--- src/rtl/uart_rx_ctrl_pkg.sv ---
// Shared types and constants for the UART RX FIFO sequencer.
package uart_rx_ctrl_pkg;

  typedef enum logic [1:0] {
    IDLE  = 2'd0,
    FETCH = 2'd1,
    CAPT  = 2'd2,
    ACK   = 2'd3
  } rd_state_e;

  localparam int INTR_OVF  = 0;
  localparam int INTR_TOUT = 1;
  localparam int INTR_ERR  = 2;

endpackage

--- src/rtl/uart_rx_tout_timer.sv ---
// Idle-timeout counter: counts while enabled, saturates at the limit and
// emits a single-cycle hit on the step that reaches it.
module uart_rx_tout_timer #(
  parameter int TOUT_W = 16
) (
  input  logic              clk_i,
  input  logic              rst_ni,
  input  logic              clr_i,
  input  logic              en_i,
  input  logic [TOUT_W-1:0] limit_i,
  output logic              hit_o
);

  localparam logic [TOUT_W-1:0] ONE = TOUT_W'(1);

  logic [TOUT_W-1:0] cnt_q;
  logic              at_limit, at_max, step;

  assign at_limit = (cnt_q == limit_i);
  assign at_max   = &cnt_q;
  // Holding at the limit keeps the hit from repeating until the next clear.
  assign step     = en_i && !clr_i && !at_limit && !at_max;
  assign hit_o    = step && ((cnt_q + ONE) == limit_i);

  always_ff @(posedge clk_i or negedge rst_ni) begin
    if (!rst_ni)               cnt_q <= '0;
    else if (clr_i || !en_i)   cnt_q <= '0;
    else if (step)             cnt_q <= cnt_q + ONE;
  end

endmodule

--- src/rtl/uart_rx_ctrl.sv ---
// UART RX FIFO sequencer: write path from the shifter, req/ack single-byte
// read FSM, occupancy tracking and interrupt flags.
module uart_rx_ctrl
  import uart_rx_ctrl_pkg::*;
#(
  parameter int DEPTH  = 8,
  parameter int CNT_W  = $clog2(DEPTH) + 1,
  parameter int TOUT_W = 16
) (
  input  logic              clk_i,
  input  logic              rst_ni,
  input  logic              rx_en_i,
  input  logic              rx_valid_i,
  input  logic [7:0]        rx_data_i,
  input  logic              rx_err_i,
  output logic              fifo_wr_en_o,
  output logic [7:0]        fifo_wdata_o,
  output logic              fifo_rd_en_o,
  input  logic [7:0]        fifo_rdata_i,
  output logic              fifo_clr_o,
  input  logic              bus_rd_req_i,
  output logic              bus_rd_ack_o,
  output logic [7:0]        bus_rd_data_o,
  input  logic              fifo_clr_i,
  input  logic [CNT_W-1:0]  thresh_i,
  input  logic [TOUT_W-1:0] tout_i,
  input  logic [2:0]        intr_clr_i,
  output logic [CNT_W-1:0]  level_o,
  output logic              empty_o,
  output logic              full_o,
  output logic              intr_thresh_o,
  output logic              intr_ovf_o,
  output logic              intr_tout_o,
  output logic              intr_err_o
);

  localparam logic [CNT_W-1:0] LVL_MAX = CNT_W'(DEPTH);
  localparam logic [CNT_W-1:0] ONE     = CNT_W'(1);

  rd_state_e        state_q, state_d;
  logic [CNT_W-1:0] level_q;
  logic [7:0]       rdata_q, wdata_q;
  logic             wr_q, clr_q;
  logic [2:0]       intr_q, intr_set;
  logic             full, empty, fetch;
  logic             rx_take, wr_acc, wr_do, tout_hit;

  assign full    = (level_q == LVL_MAX);
  assign empty   = (level_q == '0);
  assign fetch   = (state_q == FETCH);
  assign rx_take = rx_valid_i && rx_en_i;
  // Room is judged on the registered level; a read in flight frees nothing yet.
  assign wr_acc  = rx_take && !full;
  assign wr_do   = wr_acc && !fifo_clr_i;

  always_comb begin
    intr_set            = '0;
    intr_set[INTR_OVF]  = rx_take && full;
    intr_set[INTR_TOUT] = tout_hit;
    intr_set[INTR_ERR]  = wr_do && rx_err_i;
  end

  always_comb begin
    state_d = state_q;
    case (state_q)
      IDLE:    if (bus_rd_req_i) state_d = (empty || fifo_clr_i) ? ACK : FETCH;
      FETCH:   state_d = fifo_clr_i ? ACK : CAPT;
      CAPT:    state_d = ACK;
      ACK:     state_d = IDLE;
      default: state_d = IDLE;
    endcase
  end

  always_ff @(posedge clk_i or negedge rst_ni) begin
    if (!rst_ni) begin
      state_q <= IDLE;
      level_q <= '0;
      rdata_q <= '0;
      wdata_q <= '0;
      wr_q    <= 1'b0;
      clr_q   <= 1'b0;
      intr_q  <= '0;
    end else begin
      state_q <= state_d;
      wr_q    <= wr_do;
      clr_q   <= fifo_clr_i;
      if (wr_do) wdata_q <= rx_data_i;
      if (fifo_clr_i)            level_q <= '0;
      else if (wr_do && !fetch)  level_q <= level_q + ONE;
      else if (!wr_do && fetch)  level_q <= level_q - ONE;
      // Any entry into ACK other than a clean CAPT returns 0x00.
      if (state_d == ACK && state_q != ACK)
        rdata_q <= (state_q == CAPT && !fifo_clr_i) ? fifo_rdata_i : 8'h00;
      intr_q  <= intr_set | (intr_q & ~intr_clr_i);
    end
  end

  uart_rx_tout_timer #(.TOUT_W(TOUT_W)) u_tout (
    .clk_i   (clk_i),
    .rst_ni  (rst_ni),
    .clr_i   (wr_acc || fetch || empty || fifo_clr_i),
    .en_i    (rx_en_i && (tout_i != '0)),
    .limit_i (tout_i),
    .hit_o   (tout_hit)
  );

  assign fifo_wr_en_o  = wr_q;
  assign fifo_wdata_o  = wdata_q;
  assign fifo_rd_en_o  = fetch;
  assign fifo_clr_o    = clr_q;
  assign bus_rd_ack_o  = (state_q == ACK);
  assign bus_rd_data_o = (state_q == ACK) ? rdata_q : 8'h00;
  assign level_o       = level_q;
  assign empty_o       = empty;
  assign full_o        = full;
  assign intr_thresh_o = (thresh_i != '0) && (level_q >= thresh_i);
  assign intr_ovf_o    = intr_q[INTR_OVF];
  assign intr_tout_o   = intr_q[INTR_TOUT];
  assign intr_err_o    = intr_q[INTR_ERR];

endmodule

--- config.mk ---
export PLATFORM = sky130hd
export DESIGN_NAME = uart_rx_ctrl
export DESIGN_NICKNAME = d
export VERILOG_FILES = /design/src/rtl/uart_rx_ctrl_pkg.sv /design/src/rtl/uart_rx_tout_timer.sv /design/src/rtl/uart_rx_ctrl.sv
export SDC_FILE = /design/constraint.sdc
export NUM_CORES = 1
export LEC_CHECK = 0
export CELL_PAD_IN_SITES_DETAIL_PLACEMENT = 1
export CELL_PAD_IN_SITES_GLOBAL_PLACEMENT = 2
export CORE_ASPECT_RATIO = 2
export CORE_MARGIN = 3
export CORE_UTILIZATION = 32
export CTS_CLUSTER_DIAMETER = 120
export DETAILED_ROUTE_END_ITERATION = 16
export MAX_ROUTING_LAYER = met4
export PLACE_DENSITY_LB_ADDON = 0.1
export SETUP_SLACK_MARGIN = 0.3
export SLEW_MARGIN = 5
export SYNTH_ARGS = -nofsm -noshare
export SYNTH_HDL_FRONTEND = slang
export SYNTH_SLANG_ARGS = --single-unit
--- constraint.sdc ---
create_clock -name clk_i -period 6.2 [get_ports clk_i]
set_input_delay 0.93 -clock clk_i [delete_from_list [all_inputs] [get_ports clk_i]]
set_output_delay 0.93 -clock clk_i [all_outputs]
set_load 0.02 [all_outputs]
==> impl_metrics.toml, run 1 <==
[outcome]
status = "finished clean"

[grt]
grt_usage_pct = 19.0
grt-ovfl-total = 0
busiest_layer = "met2"
grt_use_met1_pct = 19.1
first_global_vias = 2876
antenna_found_initial = 0
grt_use_met3_pct = 2.47
gr-usage-met2_pct = 34.8
grt_max_degree = 44
grt_pass1_wl_um = 14900

[min_path]
hold_path_class = "reg -> reg"
min-delay-start = "fifo_wdata_o[6]"

[cts]
cts_buffers = 5
clk_pin_slew_ps = 60
post_cts_resized = 0
root_buffer = "clkbuf_16"
cts_setup_buffers = 0
cts_tree = "built"
clock_sink_count = 43
cts_hold_buf = 0
clk_path_buf_depth = 2
htreeDepth = 2
clkLatencyLatePin_ps = 290

[critical_path]
crit_chain = "clkdlybuf4s50_1 > ha_1 > nand2b_1 > a21o_1 > a21o_1 > a21oi_1 > nor2_1 > clkdlybuf4s50_1"
critPathLaunchType = "input port"
cp-end-kind = "output port"
path_depth = 8
ff2ff_path_depth = 9
cp_num_buf_inv = 2
worst_path_largest_cell_delay_ps = 550
worstReg2RegEnd = "level_o[3]"
cp_max_fo = 2
required_ps = 5270
cp_slowest_cell = "clkdlybuf4s50_1"
path_delay_family = "buffers and inverters"
rrSetupSlack_ps = 3600
rr_startpoint = "level_o[1]"
cp-endpoint = "intr_thresh_o"
critPathLaunch = "thresh_i[0]"
path_class = "in -> out"
cp.arrival_ps = 2880

[synth]
synth.distinct_cells = 55
ys_ff_latch = 43
synthArstFlopShare_pct = 100
synth_area_um2 = 3010
synth_edf_count = 0
synth-main-ff-cell = "dfrtp_1"
synthCells = 322
synth_area_per_cell_um2 = 9.34
yosysSeqAreaShare_pct = 35.8
yosysWarnings = 0
syn-num-nets = 380

[timing]
post-route-min-period_ps = 3810
finalCritPeriodShare_pct = 61.4
finalSetupTns_ps = 0
max_freq_mhz = 263
hold_violations = 0
worstMarginPinSlew_ps = 712
drv_slew = 0
slew_headroom_pct = 51.3
finalClockSkew_ps = 6.07
rsz0062_at_grt = "false"
setup_viol = 0

[job]
cap_violations = 0

[layout]
fin_nets = 447
syn_to_final_growth_pct = 30.4
final_common_cell = "clkdlybuf4s50_1"
fin_area_um2 = 3920
multi_input_area_um2 = 1740
seq_area_um2 = 1080
most-common-layout-cells = "clkdlybuf4s50_1, dfrtp_1, inv_1, nand2_1, a21oi_1"
drive_above_1_share_pct = 7.95
num-fill-cells = 1055
utilization_pct = 43.2
n_antenna_cell = 0

[placement]
dpl.hpwl_um = 7290
placed_area_um2 = 3780
gp_congestion = 0.873
io_buffers = 75

[power]
p_per_area_nw_per_um2 = 307
peakVddDrop_v = 0.000142
leakage_nw = 1.59

[floorplanning]
io_pins = 76
die_h_um = 143
die_w_um = 74.6
die_area_um2 = 10700
fp-row-count = 49
start_util_pct = 33.1
coreArea_um2 = 9070

[route]
drtIter0Drc = 79
drc = 0
ant_nets = 0
avgViaCountPerCell = 5.50
first_pass_iters = 4
vias = 2704
wl_per_cell_um = 18.6
drt_wl_total_um = 9130
[layout make-up]
cell class / instances / area share [%]
clock buffers: 6 / 3.29
clock inverters: 2 / 0.319
inverters: 23 / 2.20
multi-input cells: 240 / 44.3
flip-flops and latches: 43 / 27.4
well taps: 102 / 3.25
repair buffers: 76 / 19.2
[stage by stage]
stage | hold slack (ps) | total power, mW | std cells | setup WS (ps)
floorplan | 491 | 0.724 | 322 | 3390
global placement | 489 | 0.946 | 484 | 2430
detailed placement | 503 | 0.955 | 484 | 2360
CTS | 520 | 1.23 | 492 | 2360
global route | 540 | 1.30 | 492 | 2270
finish | 515 | 1.20 | 492 | 2390
[cells in the mapped netlist (2+ instances only)]
cell type / instances / share of area, %
a21o_1: 4 / 1.0
a21oi_1: 20 / 3.3
a31oi_1: 3 / 0.62
and2_1: 9 / 1.9
and3_1: 2 / 0.42
and3_4: 3 / 1.1
and4_1: 3 / 0.87
buf_2: 5 / 0.83
buf_4: 5 / 1.2
buf_6: 3 / 1.1
clkbuf_1: 2 / 0.25
dfrtp_1: 43 / 36
ha_1: 11 / 4.6
inv_1: 23 / 2.9
mux2_2: 9 / 3.4
mux2i_1: 15 / 5.0
nand2_1: 23 / 2.9
nand2b_1: 11 / 2.3
nand3_1: 11 / 1.8
nand4_1: 8 / 1.7
nor2_1: 13 / 1.6
nor2b_1: 5 / 1.0
nor3_1: 5 / 0.83
nor4_1: 11 / 2.3
nor4_2: 2 / 0.83
o21ai_0: 4 / 0.67
o21ai_1: 3 / 0.50
o22ai_1: 2 / 0.42
o31ai_1: 8 / 2.0
or3_1: 4 / 0.83
or4_1: 7 / 1.7
xnor2_1: 12 / 3.5
xor2_1: 10 / 2.9
xor2_2: 2 / 1.1
[where the power goes]
group	internal, mW	switching, mW
combinational	0.269	0.291
sequential	0.331	0.0467
clock	0.149	0.116
[how the worst min path moves through the flow]
stage / slack (ps) / cells after the start / end
2_1_floorplan: 490 / 2 / rdata_q[0]
3_3_place_gp: 490 / 1 / fifo_wdata_o[1]
3_5_place_dp: 500 / 1 / fifo_wdata_o[3]
4_1_cts: 520 / 1 / fifo_wdata_o[7]
5_1_grt: 540 / 1 / fifo_wdata_o[6]
6_report: 510 / 1 / fifo_wdata_o[6]
[state kept, by name, indices dropped and copies added, names as in the netlist]
| register | count |
|---|---|
| intr_q | 3 |
| u_tout.cnt_q | 16 |
| fifo_wr_en_o | 1 |
| rdata_q | 8 |
| fifo_wdata_o | 8 |
| level_o | 4 |
| state_q | 2 |
| fifo_clr_o | 1 |
[worst register-to-register path, stage by stage, from the launching register on]
cell and delay, ps:
dfrtp_1 470, or4b_4 610, nand3_1 240, or3_1 190
ha_1 230, a21o_1 170, a21oi_1 170, nand3_1 120
a21o_1 180, a21oi_1 140
[metal layers]
metal  part of all wire (%)  routed length (um)
met1                     37                3380
met2                     57                5160
met3                    2.9                 265
met4                    3.6                 329
met5                      0                   0
[cells by family after synthesis]
family	synth area share, %
compound gates	11.3
xor+xnor	8.03
fa+ha+maj	5.24
buf+inv	6.45
flops	35.8
mux	8.36
simple gates	24.9
No activity file was read; power rests on OpenSTA's default activity.
==> inputs of run 2 (changes only) <==
--- a/config.mk
+++ b/config.mk
@@ -9,7 +9,7 @@
 export CELL_PAD_IN_SITES_GLOBAL_PLACEMENT = 2
 export CORE_ASPECT_RATIO = 2
 export CORE_MARGIN = 3
-export CORE_UTILIZATION = 32
+export CORE_UTILIZATION = 30
 export CTS_CLUSTER_DIAMETER = 120
 export DETAILED_ROUTE_END_ITERATION = 16
 export MAX_ROUTING_LAYER = met4
==> constraint.sdc (replaced) <==
create_clock -name clk_i -period 3.95 [get_ports clk_i]
set_input_delay 0.5925 -clock clk_i [delete_from_list [all_inputs] [get_ports clk_i]]
set_output_delay 0.5925 -clock clk_i [all_outputs]
set_load 0.02 [all_outputs]
==> impl_metrics.toml, run 2 (synthesized netlist as in run 1, its figures left out) <==
[critical_path]
worst_path_largest_cell_delay_ps = 550
cp.arrival_ps = 2520
cp_max_fo = 2
cp_slowest_cell = "clkdlybuf4s50_1"
crit_chain = "clkdlybuf4s50_1 > ha_1 > nand2b_1 > a21o_1 > a21o_1 > a21oi_1 > nor2_1 > clkdlybuf4s50_1"
path_class = "in -> out"
ff2ff_path_depth = 9
cp_num_buf_inv = 2
cp-end-kind = "output port"
path_delay_family = "buffers and inverters"
critPathLaunchType = "input port"
path_depth = 8
required_ps = 3360

[timing]
slew_headroom_pct = 45.6
setup_viol = 0
finalCritPeriodShare_pct = 78.9
worstMarginPinSlew_ps = 816
finalSetupTns_ps = 0
hold_violations = 0
rsz0062_at_grt = "false"
max_freq_mhz = 321
drv_slew = 0
finalClockSkew_ps = 8.62
post-route-min-period_ps = 3120

[layout]
final_common_cell = "clkdlybuf4s50_1"
n_antenna_cell = 0
most-common-layout-cells = "clkdlybuf4s50_1, dfrtp_1, inv_1, nand2_1, a21oi_1"
fin_nets = 448
drive_above_1_share_pct = 8.44
largest_reg_flops = 16
largest-register = "u_tout.cnt_q"
syn_to_final_growth_pct = 32.0

[cts]
root_buffer = "clkbuf_16"
post_cts_resized = 0
cts_setup_buffers = 0
htreeDepth = 2
clkLatencyLatePin_ps = 290
cts_tree = "built"
clk_path_buf_depth = 2
cts_hold_buf = 0
clk_pin_slew_ps = 60
cts_buffers = 5
clock_sink_count = 43

[floorplanning]
die_h_um = 148
coreArea_um2 = 9760
start_util_pct = 30.8
fp-row-count = 51
io_pins = 76
die_w_um = 76.8
die_area_um2 = 11300

[route]
drc = 0
wl_per_cell_um = 17.9
ant_nets = 0
first_pass_iters = 4
drtIter0Drc = 120
drt_wl_total_um = 9350
avgViaCountPerCell = 5.16
vias = 2700

[grt]
grt_pass1_wl_um = 15500
first_global_vias = 3051
grt_usage_pct = 17.9
grt-ovfl-total = 0
antenna_found_initial = 0
grt_max_degree = 34

[power]
leakage_nw = 1.59
p_total_mw = 1.90
peakVddDrop_v = 0.000252
p_per_area_nw_per_um2 = 477

[placement]
io_buffers = 75
gp_congestion = 0.859
dpl.hpwl_um = 7350

[job]
cap_violations = 0

[outcome]
status = "finished clean"

[min_path]
hold_path_class = "in -> async"
run 2: cell count changes in the layout (fill, tap and decap cells not counted), sizes merged:
cell | before | now
buf | 2 | 3
clkbuf | 6 | 5
clkinvlp | 1 | 2
run 2: area by class of cell:
type                       instances  area, um2
fill                            1157       5790
multi-input combinational        240       1740
sequential                        43       1080
timing repair buffer              77        761
tap                              132        165
clock buffer                       5        125
inverter                          23       86.3
clock inverter                     3       20.0
run 2: metal layers:
metal / wire, um / vias up / global-route usage (%)
li1: - / 1281 / -
met1: 3530 / 1323 / 18.0
met2: 5190 / 76 / 33.5
met3: 297 / 20 / 2.44
met4: 342 / 0 / 8.17
met5: 0 / - / -
run 2: power breakdown:
group	total, mW	internal (mW)	switching, mW
sequential	0.593	0.519	0.0734
clock	0.420	0.233	0.187
combinational	0.882	0.424	0.458
run 2: final timing paths:
kind,startpoint,to,slack [ps]
min reg2reg,fifo_wdata_o[4],fifo_wdata_o[4],510
max in group asynchronous,rst_ni,u_tout.cnt_q[13],2870
max reg2reg,level_o[1],level_o[3],1370
min,rst_ni,u_tout.cnt_q[5],390
min in group clk_i,fifo_wdata_o[4],fifo_wdata_o[4],510
max,thresh_i[0],intr_thresh_o,830
run 2: stage by stage:
step | hold WS (ps) | cell area, um2 | worst slack (ps) | instances | utilization (%)
2_1_floorplan | 297 | 3010 | 1480 | 322 | -
3_3_place_gp | 490 | 3830 | 842 | 515 | 39.2
3_5_place_dp | 498 | 3830 | 818 | 515 | 39.2
4_1_cts | 431 | 3970 | 819 | 523 | 40.7
5_1_grt | 464 | 3970 | 746 | 523 | 40.7
6_report | 388 | 3970 | 834 | 523 | 40.7
run 2: worst register-to-register path: cells and delay by family, from the launching register on:
family          cells  cell delay [ps]
flops               1              460
fa+ha+maj           1              240
compound gates      4              650
simple gates        4             1150
==> variant, RTL diff (flow settings as in run 2) <==
`DEPTH`: 8 -> 4.
--- a/src/rtl/uart_rx_ctrl.sv
+++ b/src/rtl/uart_rx_ctrl.sv
@@ -4,5 +4,5 @@
   import uart_rx_ctrl_pkg::*;
 #(
-  parameter int DEPTH  = 8,
+  parameter int DEPTH  = 4,
   parameter int CNT_W  = $clog2(DEPTH) + 1,
   parameter int TOUT_W = 16
Interface: changed (resized level_o and thresh_i); port bits go from 76 to 74. No check against the original RTL was run, so the function may have changed too.
==> variant against run 2 <==
Area after synthesis shrank 9.8%. Cell area shrank 8.1%. Power is 5.9% lower. Worst setup slack better by 0.17 ns. Synthesized cell count down 8.7%. Sequential cell count is 1 lower. Maximum frequency rose by 5.6%. Core utilization rose by 1.2 points. Routed wire length shrank 10%. First-iteration DRC count down 38%.
==> variant: results (changes against run 2) <==
Setup path
  – R2R Path End: u_tout.cnt_q[11]$_DFFE_PN0P_ (was level_o[3]$_DFFE_PN0P_)
  – WP data arrival: 2.36 ns (was 2.52 ns)
  – Flop-to-flop setup slack: 1.45 ns (was 1.37 ns)
  – CP peak stage delay: 0.53 ns (was 0.55 ns)

Layout
  – # nets final: 414 (was 448)
  – Share of cells above drive strength 1: 7.20% (was 8.44%)

Yosys
  – Post-synth top cells: 42 x dfrtp_1, 22 x a21oi_1, 21 x inv_1, 20 x nand2_1 (was 43 x dfrtp_1, 23 x inv_1, 23 x nand2_1, 20 x a21oi_1, 15 x mux2i_1)
  – Seq/Total Area, Yosys: 38.7% (was 35.8%)
  – Synth top area cells: dfrtp_1 39%, xor2_1 6.1%, a21oi_1 4.1%, mux2_2 3.7%, ha_1 3.7% (was dfrtp_1 36%, mux2i_1 5.0%, ha_1 4.6%, xnor2_1 3.5%, mux2_2 3.4%)
  – Syn_nets: 348 (was 380)
  – Cell variety after synth: 51 (was 55)
  – Synth Instances: 294 (was 322)

Global routing
  – Largest net degree at the start of global routing: 43 (was 34)
  – Vias in the first global route: 2727 (was 3051)
  – Total Routing Usage GR: 18.4% (was 17.9%)
  – M3 GR Usage: 2.37% (was 2.44%)
  – Global-route wire length before repair: 14.1 mm (was 15.5 mm)
  – Met1 track demand over resource: 18.7% (was 18.0%)

Drt
  – Vias per cell: 5.27 (was 5.16)
  – DR vias: 2429 (was 2700)
  – DR WL met3: 232 um (was 297 um)
  – Iteration-0 DRC Markers: 75 (was 120)
  – Wire per inst: 18.3 um (was 17.9 um)

Placement
  – Area after DPL: 0.00348 mm2 (was 0.00383 mm2)
  – PortBufs: 73 (was 75)
  – Post-DP HPWL: 6.55 mm (was 7.35 mm)
  – Pre-CTS WS: 0.917 ns (was 0.818 ns)
  – Dpl cells: 453 (was 515)

STA
  – Fmax: 0.339 GHz (was 0.321 GHz)
  – Max Clock Skew: 0.00595 ns (was 0.00862 ns)

Power and ir drop
  – Worst VDD drop: 292 uV (was 252 uV)
  – Pleak: 1.50 nW (was 1.59 nW)
  – Pwr dens: 489 mW/mm2 (was 477 mW/mm2)

Outcome
  – Status: finished, final reports clean (unchanged)
==> variant: changes by cell type after synthesis, moves of 5 or more <==
cell and change:
o21ai_1 +7, buf_4 -5, nand2b_1 -9, nor4_1 -6, nor2_1 +6, mux2i_1 -6
or3_1 +8, xor2_1 +9, nand4_1 -5
==> variant: cell families after synthesis <==
kind of cell	synth area share [%]
AOI/OAI and AO/OA	13.0
xor gates and xnor gates	9.04
adders and majority gates	4.43
buffers and inverters	6.27
DFF	38.7
muxes	7.06
and+or+nand+nor	21.5
==> variant: final cells by class <==
type,count,share of cell area [%]
multi-input cells,216,40.9
flip-flops and latches,42,28.8
repair buffers,74,20.1
clock buffers,5,3.43
well taps,100,3.43
inverters,21,2.16
clock inverters,3,1.20
==> variant: worst reg2reg max path: cells and delay by family (launching register included) <==
family | cells | cell delay, ns
AND/OR/NAND/NOR | 4 | 1.20
AO/OA/AOI/OAI | 2 | 0.54
adder cells (fa/ha/maj) | 1 | 0.24
flip-flops | 1 | 0.45
==> variant: worst min-delay path by stage <==
stage                                 from  slack, ns                     endpoint
2_1_floorplan                       rst_ni       0.30         fifo_clr_o$_DFF_PN0_
3_3_place_gp   fifo_wdata_o[1]$_DFFE_PN0N_       0.49  fifo_wdata_o[1]$_DFFE_PN0N_
3_5_place_dp   fifo_wdata_o[2]$_DFFE_PN0N_       0.50  fifo_wdata_o[2]$_DFFE_PN0N_
4_1_cts                             rst_ni       0.52         fifo_clr_o$_DFF_PN0_
5_1_grt        fifo_wdata_o[5]$_DFFE_PN0N_       0.53  fifo_wdata_o[5]$_DFFE_PN0N_
6_report                            rst_ni       0.47       rdata_q[1]$_DFFE_PN0P_
==> variant: power breakdown <==
group	internal, W	switching [W]	total [W]
clock	0.000300	0.000180	0.000479
combinational	0.000357	0.000388	0.000745
sequential	0.000503	0.0000565	0.000560
